`src/rtl/boxing_pkg.sv`:
```
// Shared encodings for the boxing hit judge: player action states, winner codes
// and the judge FSM states.
package boxing_pkg;

  typedef enum logic [1:0] {
    NOTHING  = 2'b00,
    DEF      = 2'b01,
    ATK      = 2'b10,
    PUNCHING = 2'b11
  } action_e;

  localparam logic [1:0] WIN_NONE = 2'b00;
  localparam logic [1:0] WIN_P1   = 2'b01;
  localparam logic [1:0] WIN_P2   = 2'b10;
  localparam logic [1:0] WIN_DRAW = 2'b11;

  typedef enum logic [1:0] {
    IDLE  = 2'b00,
    FIGHT = 2'b01,
    OVER  = 2'b10
  } judge_state_e;

endpackage

```
`src/rtl/punch_edge_det.sv`:
```
// Two-flop synchronizer for one player's action state plus a detector that
// fires once when the synchronized state enters PUNCHING.
module punch_edge_det
  import boxing_pkg::*;
(
  input  logic       clk,
  input  logic       rst,
  input  logic [1:0] i_state,
  output logic [1:0] o_sync,
  output logic       o_punch
);

  logic [1:0] r_meta;
  logic [1:0] r_sync;
  logic [1:0] r_prev;

  always_ff @(posedge clk or negedge rst) begin
    if (!rst) begin
      r_meta <= 2'b00;
      r_sync <= 2'b00;
      r_prev <= 2'b00;
    end else begin
      r_meta <= i_state;
      r_sync <= r_meta;
      r_prev <= r_sync;
    end
  end

  assign o_sync  = r_sync;
  // A held PUNCHING state only counts on its first synchronized cycle.
  assign o_punch = (r_sync == PUNCHING) && (r_prev != PUNCHING);

endmodule

```
`src/rtl/hit_judge.sv`:
```
// Two-player hit judge: scores punches, detects blocks, and decides the winner.
// Optional macro HIT_JUDGE_DOUBLE_KO_EN lets simultaneous punches both score.
module hit_judge
  import boxing_pkg::*;
#(
  parameter int WIN_SCORE = 5,
  parameter int SCORE_W   = 4
) (
  input  logic               clk,
  input  logic               rst,
  input  logic               start,
  input  logic [1:0]         p1_state,
  input  logic [1:0]         p2_state,
  output logic [SCORE_W-1:0] p1_score,
  output logic [SCORE_W-1:0] p2_score,
  output logic               hit1,
  output logic               hit2,
  output logic               blk1,
  output logic               blk2,
  output logic [1:0]         winner,
  output logic               fighting,
  output judge_state_e       o_dbg_state
);

  localparam logic [SCORE_W-1:0] W_WIN = SCORE_W'(WIN_SCORE);
  localparam logic [SCORE_W-1:0] W_ONE = SCORE_W'(1);

  logic [1:0] w_p1_sync;
  logic [1:0] w_p2_sync;
  logic       w_p1_punch;
  logic       w_p2_punch;
  logic       w_cancel;
  logic       w_p1_go;
  logic       w_p2_go;
  logic       w_p1_won;
  logic       w_p2_won;

  judge_state_e       r_state;
  logic [SCORE_W-1:0] r_p1_score;
  logic [SCORE_W-1:0] r_p2_score;
  logic               r_hit1;
  logic               r_hit2;
  logic               r_blk1;
  logic               r_blk2;
  logic [1:0]         r_winner;
  logic               r_fighting;

  punch_edge_det u_p1_det (
    .clk     (clk),
    .rst     (rst),
    .i_state (p1_state),
    .o_sync  (w_p1_sync),
    .o_punch (w_p1_punch)
  );

  punch_edge_det u_p2_det (
    .clk     (clk),
    .rst     (rst),
    .i_state (p2_state),
    .o_sync  (w_p2_sync),
    .o_punch (w_p2_punch)
  );

`ifdef HIT_JUDGE_DOUBLE_KO_EN
  assign w_cancel = 1'b0;
`else
  assign w_cancel = w_p1_punch & w_p2_punch;
`endif

  assign w_p1_go  = w_p1_punch & ~w_cancel;
  assign w_p2_go  = w_p2_punch & ~w_cancel;
  assign w_p1_won = (r_p1_score == W_WIN);
  assign w_p2_won = (r_p2_score == W_WIN);

  function automatic logic [SCORE_W-1:0] sat_inc(input logic [SCORE_W-1:0] s);
    return (s >= W_WIN) ? s : s + W_ONE;
  endfunction

  always_ff @(posedge clk or negedge rst) begin
    if (!rst) begin
      r_state    <= IDLE;
      r_p1_score <= '0;
      r_p2_score <= '0;
      r_hit1     <= 1'b0;
      r_hit2     <= 1'b0;
      r_blk1     <= 1'b0;
      r_blk2     <= 1'b0;
      r_winner   <= WIN_NONE;
      r_fighting <= 1'b0;
    end else begin
      r_hit1 <= 1'b0;
      r_hit2 <= 1'b0;
      r_blk1 <= 1'b0;
      r_blk2 <= 1'b0;
      // Start wins over any punch seen in the same cycle.
      if (start) begin
        r_state    <= FIGHT;
        r_p1_score <= '0;
        r_p2_score <= '0;
        r_winner   <= WIN_NONE;
        r_fighting <= 1'b1;
      end else begin
        case (r_state)
          FIGHT: begin
            if (w_p1_won || w_p2_won) begin
              r_state    <= OVER;
              r_fighting <= 1'b0;
              r_winner   <= {w_p2_won, w_p1_won};
            end else begin
              if (w_p1_go) begin
                if (w_p2_sync == DEF) begin
                  r_blk1 <= 1'b1;
                end else begin
                  r_hit1     <= 1'b1;
                  r_p1_score <= sat_inc(r_p1_score);
                end
              end
              if (w_p2_go) begin
                if (w_p1_sync == DEF) begin
                  r_blk2 <= 1'b1;
                end else begin
                  r_hit2     <= 1'b1;
                  r_p2_score <= sat_inc(r_p2_score);
                end
              end
            end
          end
          default: ;
        endcase
      end
    end
  end

  assign p1_score    = r_p1_score;
  assign p2_score    = r_p2_score;
  assign hit1        = r_hit1;
  assign hit2        = r_hit2;
  assign blk1        = r_blk1;
  assign blk2        = r_blk2;
  assign winner      = r_winner;
  assign fighting    = r_fighting;
  assign o_dbg_state = r_state;

endmodule

```
`config.mk`:
```
export PLATFORM = sky130hd
export DESIGN_NAME = hit_judge
export DESIGN_NICKNAME = d
export VERILOG_FILES = /design/src/rtl/boxing_pkg.sv /design/src/rtl/punch_edge_det.sv /design/src/rtl/hit_judge.sv
export SDC_FILE = /design/constraint.sdc
export NUM_CORES = 1
export LEC_CHECK = 0
export CELL_PAD_IN_SITES_DETAIL_PLACEMENT = 0
export CELL_PAD_IN_SITES_GLOBAL_PLACEMENT = 1
export CORE_MARGIN = 2
export CORE_UTILIZATION = 42
export CTS_CLUSTER_DIAMETER = 50
export DETAILED_ROUTE_END_ITERATION = 6
export PLACE_DENSITY_LB_ADDON = 0.2
export SETUP_SLACK_MARGIN = 0.05
export SLEW_MARGIN = 20
export SYNTH_ARGS = -nofsm -noshare
export SYNTH_HDL_FRONTEND = slang
export SYNTH_SLANG_ARGS = --single-unit
```
`constraint.sdc`:
```
create_clock -name clk -period 4.12 [get_ports clk]
set_input_delay 0.824 -clock clk [delete_from_list [all_inputs] [get_ports clk]]
set_output_delay 0.824 -clock clk [all_outputs]
set_load 0.02 [all_outputs]
```
==> results of run 1 <==
synth_stat cells, drive strengths merged, types with 3 or more instances:
cell    number  area [sq um]
a21oi        4          20.0
dfrtp       28           701
ha           6          75.1
inv          7          26.3
mux2         4          45.0
nand2        5          18.8
nand2b       7          43.8
nand3b       4          30.0
nor2         9          33.8
nor2b        3          18.8
nor3         3          15.0
nor4         3          25.0
o21ai        4          20.0
metal layers:
metal / up-vias / GRT usage
li1: 420 / -
met1: 401 / 0.215
met2: 23 / 0.223
met3: 4 / 0.0335
met4: 0 / 0.0698
met5: - / 0
metrics by stage:
| step | hold slack [ns] | total power (uW) | cells |
|---|---|---|---|
| after CTS | 0.370 | 513 | 163 |
| after floorplan | 0.331 | 311 | 107 |
| after detailed placement | 0.336 | 332 | 159 |
| after global routing | 0.378 | 530 | 163 |
| after global placement | 0.333 | 331 | 159 |
| final | 0.367 | 506 | 163 |
worst paths after layout:
| kind | cells after the start | slack [ns] | end | startpoint |
|---|---|---|---|---|
| setup / recovery | 1 | 1.84 | p2_score[3] | p2_score[3] |
| min in group asynchronous | 2 | 0.85 | o_dbg_state[0] | rst |
| hold reg to reg | 0 | 0.37 | u_p1_det.o_sync[0] | u_p1_det.r_meta[0] |
| hold / removal | 0 | 0.37 | u_p1_det.o_sync[0] | u_p1_det.r_meta[0] |
| setup reg to reg | 6 | 2.05 | p2_score[0] | p1_score[1] |
| max in group asynchronous | 2 | 3.02 | u_p1_det.r_prev[1] | rst |
cell usage in the layout (no fill, tap or decap), types with 3 or more instances in the layout:
| master | netlist | final |
|---|---|---|
| ha_1 | 6 | 6 |
| a21oi_1 | 4 | 4 |
| nand2b_1 | 7 | 7 |
| clkdlybuf4s50_1 | 0 | 23 |
| nor2b_1 | 3 | 3 |
| dfrtp_1 | 28 | 28 |
| nand3b_1 | 4 | 4 |
| mux2_2 | 3 | 3 |
| nand2_1 | 5 | 5 |
| nor2_1 | 9 | 9 |
| clkbuf_4 | 0 | 3 |
| nor3_1 | 3 | 3 |
| o21ai_0 | 4 | 4 |
| inv_1 | 7 | 7 |
power breakdown:
part | internal (uW) | total (uW) | switching, uW
registers | 283 | 288 | 5.03
clock network | 98.4 | 180 | 82.0
logic | 17.4 | 37.6 | 20.2
total | 399 | 506 | 107
cells by family after synthesis:
kind of cell               share of synthesized area
AOI/OAI and AO/OA                             0.0688
DFF                                            0.566
muxes                                         0.0526
adders and majority gates                     0.0607
buffers and inverters                         0.0334
and+or+nand+nor                                0.218
cell type report:
cell class / instances / area (sq um) / area share
clock inverter: 1 / 30.0 / 0.0194
timing repair buffer: 24 / 238 / 0.153
clock buffer: 3 / 22.5 / 0.0145
inverter: 7 / 26.3 / 0.0169
tap: 31 / 38.8 / 0.0250
sequential: 28 / 701 / 0.452
multi-input combinational: 69 / 495 / 0.319
==> impl_results.rst, run 1 <==
.. list-table::
   :header-rows: 1

   * - Metric
     - Value
   * - Met3 Wirelength
     - 92 um
   * - Routed wl met2
     - 921 um
   * - Area growth from synthesis to final layout
     - 25.4%
   * - Period Utilization, post-route
     - 0.552
   * - Area of the mapped netlist
     - ~1200 sq um
   * - Grt ovf
     - 0
   * - RSZ-0062 raised after global routing
     - false
   * - Buffer and inverter count on the worst path
     - 1
   * - Final design area excluding fillers
     - between 1500 and 2000 sq um
   * - Arrival time at the worst endpoint
     - 1.45 ns
   * - Routed length on met1
     - 1050 um
   * - Area post-placement
     - 1500 sq um
   * - RD Place Congestion
     - 0.719
   * - Inserted Clock Buffers
     - 3
   * - All-Layer GR Usage
     - 0.152
   * - Min-delay worst type
     - reg2reg
   * - Resize count post-CTS
     - 0
   * - Initial detailed-routing violation count
     - 17
   * - Power per Cell Area
     - 326 nW/um^2
   * - Antenna violations before repair
     - 0
   * - Number of buffers on the longest clock path
     - 2
   * - Share of synthesized registers carrying an async set or reset
     - 1.00
   * - Number of placement rows
     - 19
   * - Post-CTS Hold Buffers
     - 0
   * - Library cell contributing the largest single delay on the critical path
     - clkdlybuf4s50_1
   * - Outcome
     - finished, final reports clean
   * - Sequential fraction of the synthesis area
     - 0.566
   * - Vias
     - ~850
   * - Number of endpoints with negative hold slack in the final report
     - 0
   * - Core Footprint
     - 2780 sq um
   * - First-pass GRT wire length
     - 3840 um
   * - Register clock-pin slew on the reported worst setup and hold paths
     - 0.15 ns
   * - Synthesized instance count
     - 107
   * - Vias/cell
     - 5.20
   * - Final TNS setup
     - 0 ns
   * - Number of library cell types mapped by synthesis
     - 30
   * - Skew-Pair Late Insertion Delay
     - 0.33 ns
   * - Starting density of the core
     - 0.445
   * - Number of buffer cells added on primary ports
     - 23
   * - Width of the die
     - roughly 58 um
   * - Data required time of the worst path
     - 3.30 ns
   * - Synth Warn #
     - 0
   * - Post-synthesis net count
     - between 100 and 150
   * - CTS tree
     - yes
   * - Number of flops mapped to enable cells by yosys
     - 0
   * - CP Max Fanout
     - 6
   * - Setup Fix Bufs, Post-CTS
     - 0
   * - Most common flop cell mapped by yosys
     - dfrtp_1
   * - Flop and latch count out of synthesis
     - 28
   * - Post-detail-place hpwl
     - 1570 um
   * - Share of layout cells above drive strength 1
     - 0.0909
   * - Transition time of the tightest slew-check pin
     - 0.657 ns
   * - Number of sinks on the clock net
     - 28
   * - Area of the die
     - 3400 sq um
   * - Worst setup path class
     - reg2out
   * - Number of levels in the clock H-tree
     - 1
   * - Average cell area after synthesis
     - between 10 and 15 sq um
   * - Highest metal used
     - met4
   * - Routed wire length
     - between 2000 and 2500 um
   * - Largest clock skew in the final design
     - 0.00467 ns
   * - Crit path setup slack, layout
     - 1.84 ns
   * - Worst max-slew margin expressed relative to the limit
     - 0.561
   * - Remaining antenna violation count after routing
     - 0
   * - Reported max-cap violation count
     - 0
   * - WL/cell
     - 12.8 um
   * - Pin count of the biggest net entering global routing
     - 29
   * - Peak supply drop
     - 0.000294 V
   * - Layout Utilization
     - 0.558
   * - Layout Nets
     - 146
   * - Via count of the first global-routing pass
     - 825
   * - Top achievable clock speed
     - 0.440 GHz
   * - Worst Setup Slack post-DPL
     - roughly 1.8 ns
   * - Final setup violating endpoints
     - 0
   * - Total inserted antenna cells
     - 0
   * - Tmin final
     - 2.28 ns
   * - First-pass iteration count of the detailed router
     - 4
   * - Height of the die
     - 58.3 um
   * - Sort of element at the start of the critical path
     - flop
   * - Max Transition Viols Final
     - 0
   * - Number of remaining DRC errors
     - 0
   * - Num ports
     - 24
   * - Clock Tree Root
     - clkbuf_4
   * - Cells traversed along the worst timing path
     - clkdlybuf4s50_1
   * - Largest stage delay on the critical path
     - about 0.64 ns
   * - Critical path's top delay family
     - buffers and inverters
   * - Worst setup EP type
     - output port
   * - Fill count
     - between 200 and 300
   * - Lkg Pwr
     - 0.000696 uW
(Power assumes the default switching activity.)
==> run 2: changes to the inputs <==
- CORE_UTILIZATION: 42 -> 39
- clock period: 4.12 -> 2.3 ns (I/O delays scaled with it)
==> impl_results.rst, run 2 (synthesis gave the netlist of run 1 again) <==
.. list-table::
   :header-rows: 1

   * - Metric
     - Value
   * - RD Place Congestion
     - 0.782 (+8.7%)
   * - Routed length on met1
     - 1080 um (+3.2%)
   * - Worst setup path class
     - reg2reg
   * - Worst max-slew margin expressed relative to the limit
     - 0.698 (+0.137)
   * - Launching instance or port of the critical path
     - p1_score[1]
   * - Origin of the worst min-delay path
     - u_p2_det.r_meta[1]
   * - Highest metal used
     - met4
   * - Number of sinks on the clock net
     - 28 (unchanged)
   * - Core Footprint
     - 3030 sq um (+8.9%)
   * - Leading cell types in the layout, fill and taps excluded
     - dfrtp_1, clkdlybuf4s50_1, nor2_1
   * - Tmin final
     - 2.07 ns
   * - Worst setup EP type
     - flop
   * - Height of the die
     - 60.3 um (+3.5%)
   * - Lkg Pwr
     - 0.000700 uW (+0.69%)
   * - Width of the die
     - 60.3 um (+3.5%)
   * - Setup Fix Bufs, Post-CTS
     - 0 (unchanged)
   * - Max Transition Viols Final
     - 0 (unchanged)
   * - Reported max-cap violation count
     - 0 (unchanged)
   * - Min-delay worst type
     - reg2reg
   * - Routed wire length
     - 2240 um (+7.4%)
   * - RSZ-0062 raised after global routing
     - false
   * - Worst Hold End
     - u_p2_det.o_sync[1]
   * - Sort of element at the start of the critical path
     - flop
   * - Share of layout cells above drive strength 1
     - 0.0977 (+0.00684)
   * - Reg2Reg Launch Point
     - p1_score[1]
   * - Remaining antenna violation count after routing
     - 0 (unchanged)
   * - Final setup violating endpoints
     - 0 (unchanged)
   * - Number of placement rows
     - 20 (+1)
   * - Vias/cell
     - 4.82 (-7.4%)
   * - First-pass iteration count of the detailed router
     - 4 (unchanged)
   * - Number of levels in the clock H-tree
     - 1 (unchanged)
   * - Total inserted antenna cells
     - 0 (unchanged)
   * - Data required time of the worst path
     - 2.54 ns (-0.76 ns)
   * - WL/cell
     - 12.7 um (-1.1%)
   * - Top achievable clock speed
     - 0.483 GHz
   * - Register clock-pin slew on the reported worst setup and hold paths
     - 0.14 ns (about the same)
   * - All-Layer GR Usage
     - 0.141 (-0.0109)
   * - Switching power total
     - 191 uW (+78%)
   * - Number of buffers on the longest clock path
     - 2 (unchanged)
   * - Post-CTS Hold Buffers
     - 0 (unchanged)
   * - Period Utilization, post-route
     - 0.901
   * - Part of the power in combinational logic
     - 0.076 (+0.002)
   * - Commonest non-fill, non-tap cell in the layout
     - dfrtp_1
   * - Clock network fraction of design power
     - 0.354 (-0.003)
   * - Starting density of the core
     - 0.409 (-0.0362)
   * - Skew-Pair Late Insertion Delay
     - 0.33 ns (about the same)
   * - Number of endpoints with negative hold slack in the final report
     - 0 (unchanged)
   * - Transition time of the tightest slew-check pin
     - 0.449 ns (-0.207 ns)
   * - Grt ovf
     - 0 (unchanged)
   * - CTS tree
     - yes
   * - Largest clock skew in the final design
     - 0.00179 ns (-0.00288 ns)
   * - Area post-placement
     - 1520 sq um (+1.6%)
   * - Via count of the first global-routing pass
     - 771 (-6.5%)
   * - Switching Fraction
     - 0.210 (-0.00159)
   * - Post-detail-place hpwl
     - 1700 um (+8.7%)
   * - Final TNS setup
     - 0 ns (unchanged)
   * - Area growth from synthesis to final layout
     - 27.3%
   * - Clock Tree Root
     - clkbuf_4
   * - Final design area excluding fillers
     - 1580 sq um (+1.5%)
   * - Peak supply drop
     - 0.000268 V (-9.0%)
   * - Number of cells traversed by the worst hold path
     - 0 (unchanged)
   * - Number of remaining DRC errors
     - 0 (unchanged)
   * - Pin count of the biggest net entering global routing
     - 29 (unchanged)
   * - Int Power
     - 716 uW (+79%)
   * - Met3 Wirelength
     - 103 um (+12%)
   * - Register-to-register setup slack
     - 0.23 ns (-1.82 ns)
   * - Reg-to-Reg End
     - p2_score[0]
   * - Arrival time at the worst endpoint
     - 2.31 ns (+0.86 ns)
   * - Outcome
     - finished, final reports clean
   * - Routed wl met2
     - 1010 um (+9.4%)
   * - Number of buffer cells added on primary ports
     - 23 (unchanged)
   * - Initial detailed-routing violation count
     - 23 (+6)
   * - Antenna violations before repair
     - 0 (unchanged)
   * - Area of the die
     - 3640 sq um (+7.2%)
   * - Worst r2r path cells
     - 6 (unchanged)
   * - Layout Nets
     - 147 (+0.68%)
   * - Sequential Power Share
     - 0.570 (about the same)
   * - Power per Cell Area
     - 575 nW/um^2 (+76%)
   * - Vias
     - 853 (+0.59%)
   * - Num ports
     - 24 (unchanged)
   * - Inserted Clock Buffers
     - 3 (unchanged)
   * - First-pass GRT wire length
     - 3730 um (-2.7%)
   * - CP Max Fanout
     - 7 (+1)
   * - Resize count post-CTS
     - 0 (unchanged)
==> run 2: changes by cell type in the layout (fill, tap and decap cells not counted) <==
| cell | previous run | this run |
|---|---|---|
| buf_4 | 1 | 2 |
==> run 2: worst max path at each step <==
stage	depth (start not counted)	slack, ns	end
CTS	6	0.22	p2_score[0]
floorplan	6	0.34	p1_score[0]
detailed placement	6	0.23	p2_score[0]
global placement	6	0.31	p1_score[0]
global route	6	0.09	p2_score[0]
finish	6	0.23	p2_score[0]
==> run 2: power groups by stage <==
stage | clock network [uW] | registers [uW] | logic [uW]
3_5_place_dp | 0 | 526 | 70.4
4_1_cts | 334 | 517 | 70.7
2_1_floorplan | 0 | 529 | 28.6
6_report | 321 | 516 | 69.0
3_3_place_gp | 0 | 525 | 68.8
5_1_grt | 343 | 519 | 76.7
==> run 2: per-layer routing <==
metal,up-vias,global-route usage
met4,0,0.0794
met2,20,0.203
li1,419,-
met5,-,0
met3,5,0.0299
met1,409,0.199
==> run 2: worst max-delay path, stage by stage, from the launching register on <==
cell	delay, ns
dfrtp_1	0.44
inv_1	0.08
ha_1	0.20
nand3b_1	0.11
nand3_1	0.24
nor4_2	0.51
mux2_2	0.38
==> run 2: stage by stage <==
| stage | utilization | hold WS [ns] | setup slack, ns | instances | power (uW) |
|---|---|---|---|---|---|
| after global routing | 0.520 | 0.379 | 0.0913 | 177 | 938 |
| after detailed placement | 0.503 | 0.335 | 0.235 | 173 | 596 |
| final | 0.520 | 0.366 | 0.228 | 177 | 906 |
| after floorplan | - | 0.164 | 0.341 | 107 | 557 |
| after CTS | 0.520 | 0.369 | 0.223 | 177 | 921 |
| after global placement | 0.503 | 0.334 | 0.311 | 173 | 594 |
==> run 2: layout make-up <==
| class | count | area [sq um] |
|---|---|---|
| Clock inverter | 1 | 30.0 |
| Inverter | 7 | 26.3 |
| Sequential cell | 28 | 701 |
| Timing Repair Buffer | 25 | 245 |
| Multi-Input combinational cell | 69 | 495 |
| Tap cell | 44 | 55.1 |
| Fill cell | 276 | 1450 |
| Clock buffer | 3 | 22.5 |
==> run 3: changes to the inputs <==
- CAP_MARGIN: default -> 25
- PLACE_DENSITY_LB_ADDON: 0.2 -> 0.25
==> impl_results.rst, run 3 (synthesis gave the netlist of run 1 again) <==
.. list-table::
   :header-rows: 1

   * - Metric
     - Value
   * - Number of buffers on the longest clock path
     - 2 (unchanged)
   * - Post-CTS Hold Buffers
     - 0 (unchanged)
   * - First-pass GRT wire length
     - 3700 um (-0.91%)
   * - CTS tree
     - yes
   * - Area of the die
     - 3640 sq um (unchanged)
   * - Min-delay worst type
     - reg2reg
   * - Grt ovf
     - 0 (unchanged)
   * - Reg area
     - 701 sq um (unchanged)
   * - Count of placed standard cells including taps
     - 173 (unchanged)
   * - Layout Nets
     - 147 (unchanged)
   * - Number of remaining DRC errors
     - 0 (unchanged)
   * - Antenna violations before repair
     - 0 (unchanged)
   * - Peak supply drop
     - 0.000332 V (+24%)
   * - Leading cell types in the layout, fill and taps excluded
     - dfrtp_1, clkdlybuf4s50_1, nor2_1
   * - Worst setup path class
     - reg2reg
   * - Total area of multi-input combinational cells
     - 495 sq um (unchanged)
   * - Total inserted antenna cells
     - 0 (unchanged)
   * - Arrival time at the worst endpoint
     - 2.33 ns (+0.02 ns)
   * - Pin count of the biggest net entering global routing
     - 29 (unchanged)
   * - Share of layout cells above drive strength 1
     - 0.0977 (unchanged)
   * - All-Layer GR Usage
     - 0.136 (-0.00519)
   * - Number of buffer cells added on primary ports
     - 23 (unchanged)
   * - Tmin final
     - 2.09 ns (+0.0228 ns)
   * - Largest clock skew in the final design
     - 0.0102 ns (+0.00841 ns)
   * - Vias
     - 840 (-1.5%)
   * - Final setup violating endpoints
     - 0 (unchanged)
   * - Period Utilization, post-route
     - 0.911 (+0.00991)
   * - Commonest non-fill, non-tap cell in the layout
     - dfrtp_1
   * - Inserted Clock Buffers
     - 3 (unchanged)
   * - Initial detailed-routing violation count
     - 23 (unchanged)
   * - Data required time of the worst path
     - 2.53 ns (about the same)
   * - Layout Utilization
     - 0.520 (unchanged)
   * - Fill count
     - 277 (+0.36%)
   * - Via count of the first global-routing pass
     - 824 (+6.9%)
   * - Setup Fix Bufs, Post-CTS
     - 0 (unchanged)
   * - Non-Filler Instances
     - 177 (unchanged)
   * - Worst setup EP type
     - flop
   * - First-pass iteration count of the detailed router
     - 4 (unchanged)
   * - Max Transition Viols Final
     - 0 (unchanged)
   * - Number of endpoints with negative hold slack in the final report
     - 0 (unchanged)
   * - Remaining antenna violation count after routing
     - 0 (unchanged)
   * - Vias/cell
     - 4.75 (-1.5%)
   * - Num ports
     - 24 (unchanged)
   * - WL/cell
     - 12.2 um (-4.1%)
   * - Transition time of the tightest slew-check pin
     - 0.569 ns (+0.119 ns)
   * - Area growth from synthesis to final layout
     - 27.3% (unchanged)
   * - Routed wire length
     - 2150 um (-4.1%)
   * - Lkg Pwr
     - 0.000700 uW (unchanged)
   * - Width of the die
     - 60.3 um (unchanged)
   * - Post-detail-place hpwl
     - 1560 um (-8.1%)
   * - Outcome
     - finished, final reports clean
   * - Worst max-slew margin expressed relative to the limit
     - 0.620 (-0.0782)
   * - Skew-Pair Late Insertion Delay
     - 0.33 ns (about the same)
   * - Resize count post-CTS
     - 0 (unchanged)
   * - Final TNS setup
     - 0 ns (unchanged)
   * - Reported max-cap violation count
     - 0 (unchanged)
   * - Register clock-pin slew on the reported worst setup and hold paths
     - 0.15 ns (about the same)
   * - Core Footprint
     - 3030 sq um (unchanged)
   * - Starting density of the core
     - 0.409 (unchanged)
   * - Clock Tree Root
     - clkbuf_4
   * - Sort of element at the start of the critical path
     - flop
   * - CP Max Fanout
     - 7 (unchanged)
   * - Height of the die
     - 60.3 um (unchanged)
   * - RSZ-0062 raised after global routing
     - true
   * - Number of levels in the clock H-tree
     - 1 (unchanged)
   * - Power per Cell Area
     - 575 nW/um^2 (-0.14%)
   * - Top achievable clock speed
     - 0.477 GHz (-1.1%)
   * - Number of sinks on the clock net
     - 28 (unchanged)
   * - Number of placement rows
     - 20 (unchanged)
   * - RD Place Congestion
     - 0.769 (-1.6%)
run 3: cell counts in the layout (fill, tap and decap cells not counted):
No cell type changed its count.
run 3: worst max-delay path: stages, from the launching register on:
cell	delay [ns]
dfrtp_1	0.45
inv_1	0.09
ha_1	0.21
nand3b_1	0.10
nand3_1	0.23
nor4b_2	0.54
mux2_2	0.39
run 3: path summary, 6_finish.rpt:
check	start	end	depth (start not counted)	slack [ns]
max	p2_score[1]	p1_score[0]	6	0.21
min	u_p1_det.r_meta[0]	u_p1_det.o_sync[0]	0	0.37
max reg2reg	p2_score[1]	p1_score[0]	6	0.21
min reg2reg	u_p1_det.r_meta[0]	u_p1_det.o_sync[0]	0	0.37
max in group asynchronous	rst	u_p2_det.o_sync[0]	2	1.55
min in group asynchronous	rst	o_dbg_state[1]	2	0.49
run 3: routing by layer:
layer  track usage  wire (um)
met2         0.208        930
met1         0.195       1110
met3        0.0256         93
met5             0          0
met4        0.0476         13
run 3: metrics by stage:
stage / setup slack, ns / power, uW / instance area, sq um / hold slack, ns
2_1_floorplan: 0.341 / 557 / 1240 / 0.164
3_3_place_gp: 0.246 / 594 / 1520 / 0.332
3_5_place_dp: 0.236 / 596 / 1520 / 0.335
4_1_cts: 0.217 / 920 / 1580 / 0.369
5_1_grt: 0.0278 / 946 / 1580 / 0.379
6_report: 0.206 / 905 / 1580 / 0.365
run 3: power by group:
group / switching [uW] / internal (uW) / total (uW) / leakage, uW
clock network: 143 / 176 / 320 / 0.0000279
registers: 9.41 / 507 / 516 / 0.000357
logic: 37.0 / 32.2 / 69.2 / 0.000316
total: 190 / 715 / 905 / 0.000700
run 3: cell type report:
type,instances,share of cell area
clock buffer,3,0.0143
clock inverter,1,0.0191
inverter,7,0.0167
multi-input combinational,69,0.315
sequential,28,0.445
tap,44,0.0349
timing repair buffer,25,0.156
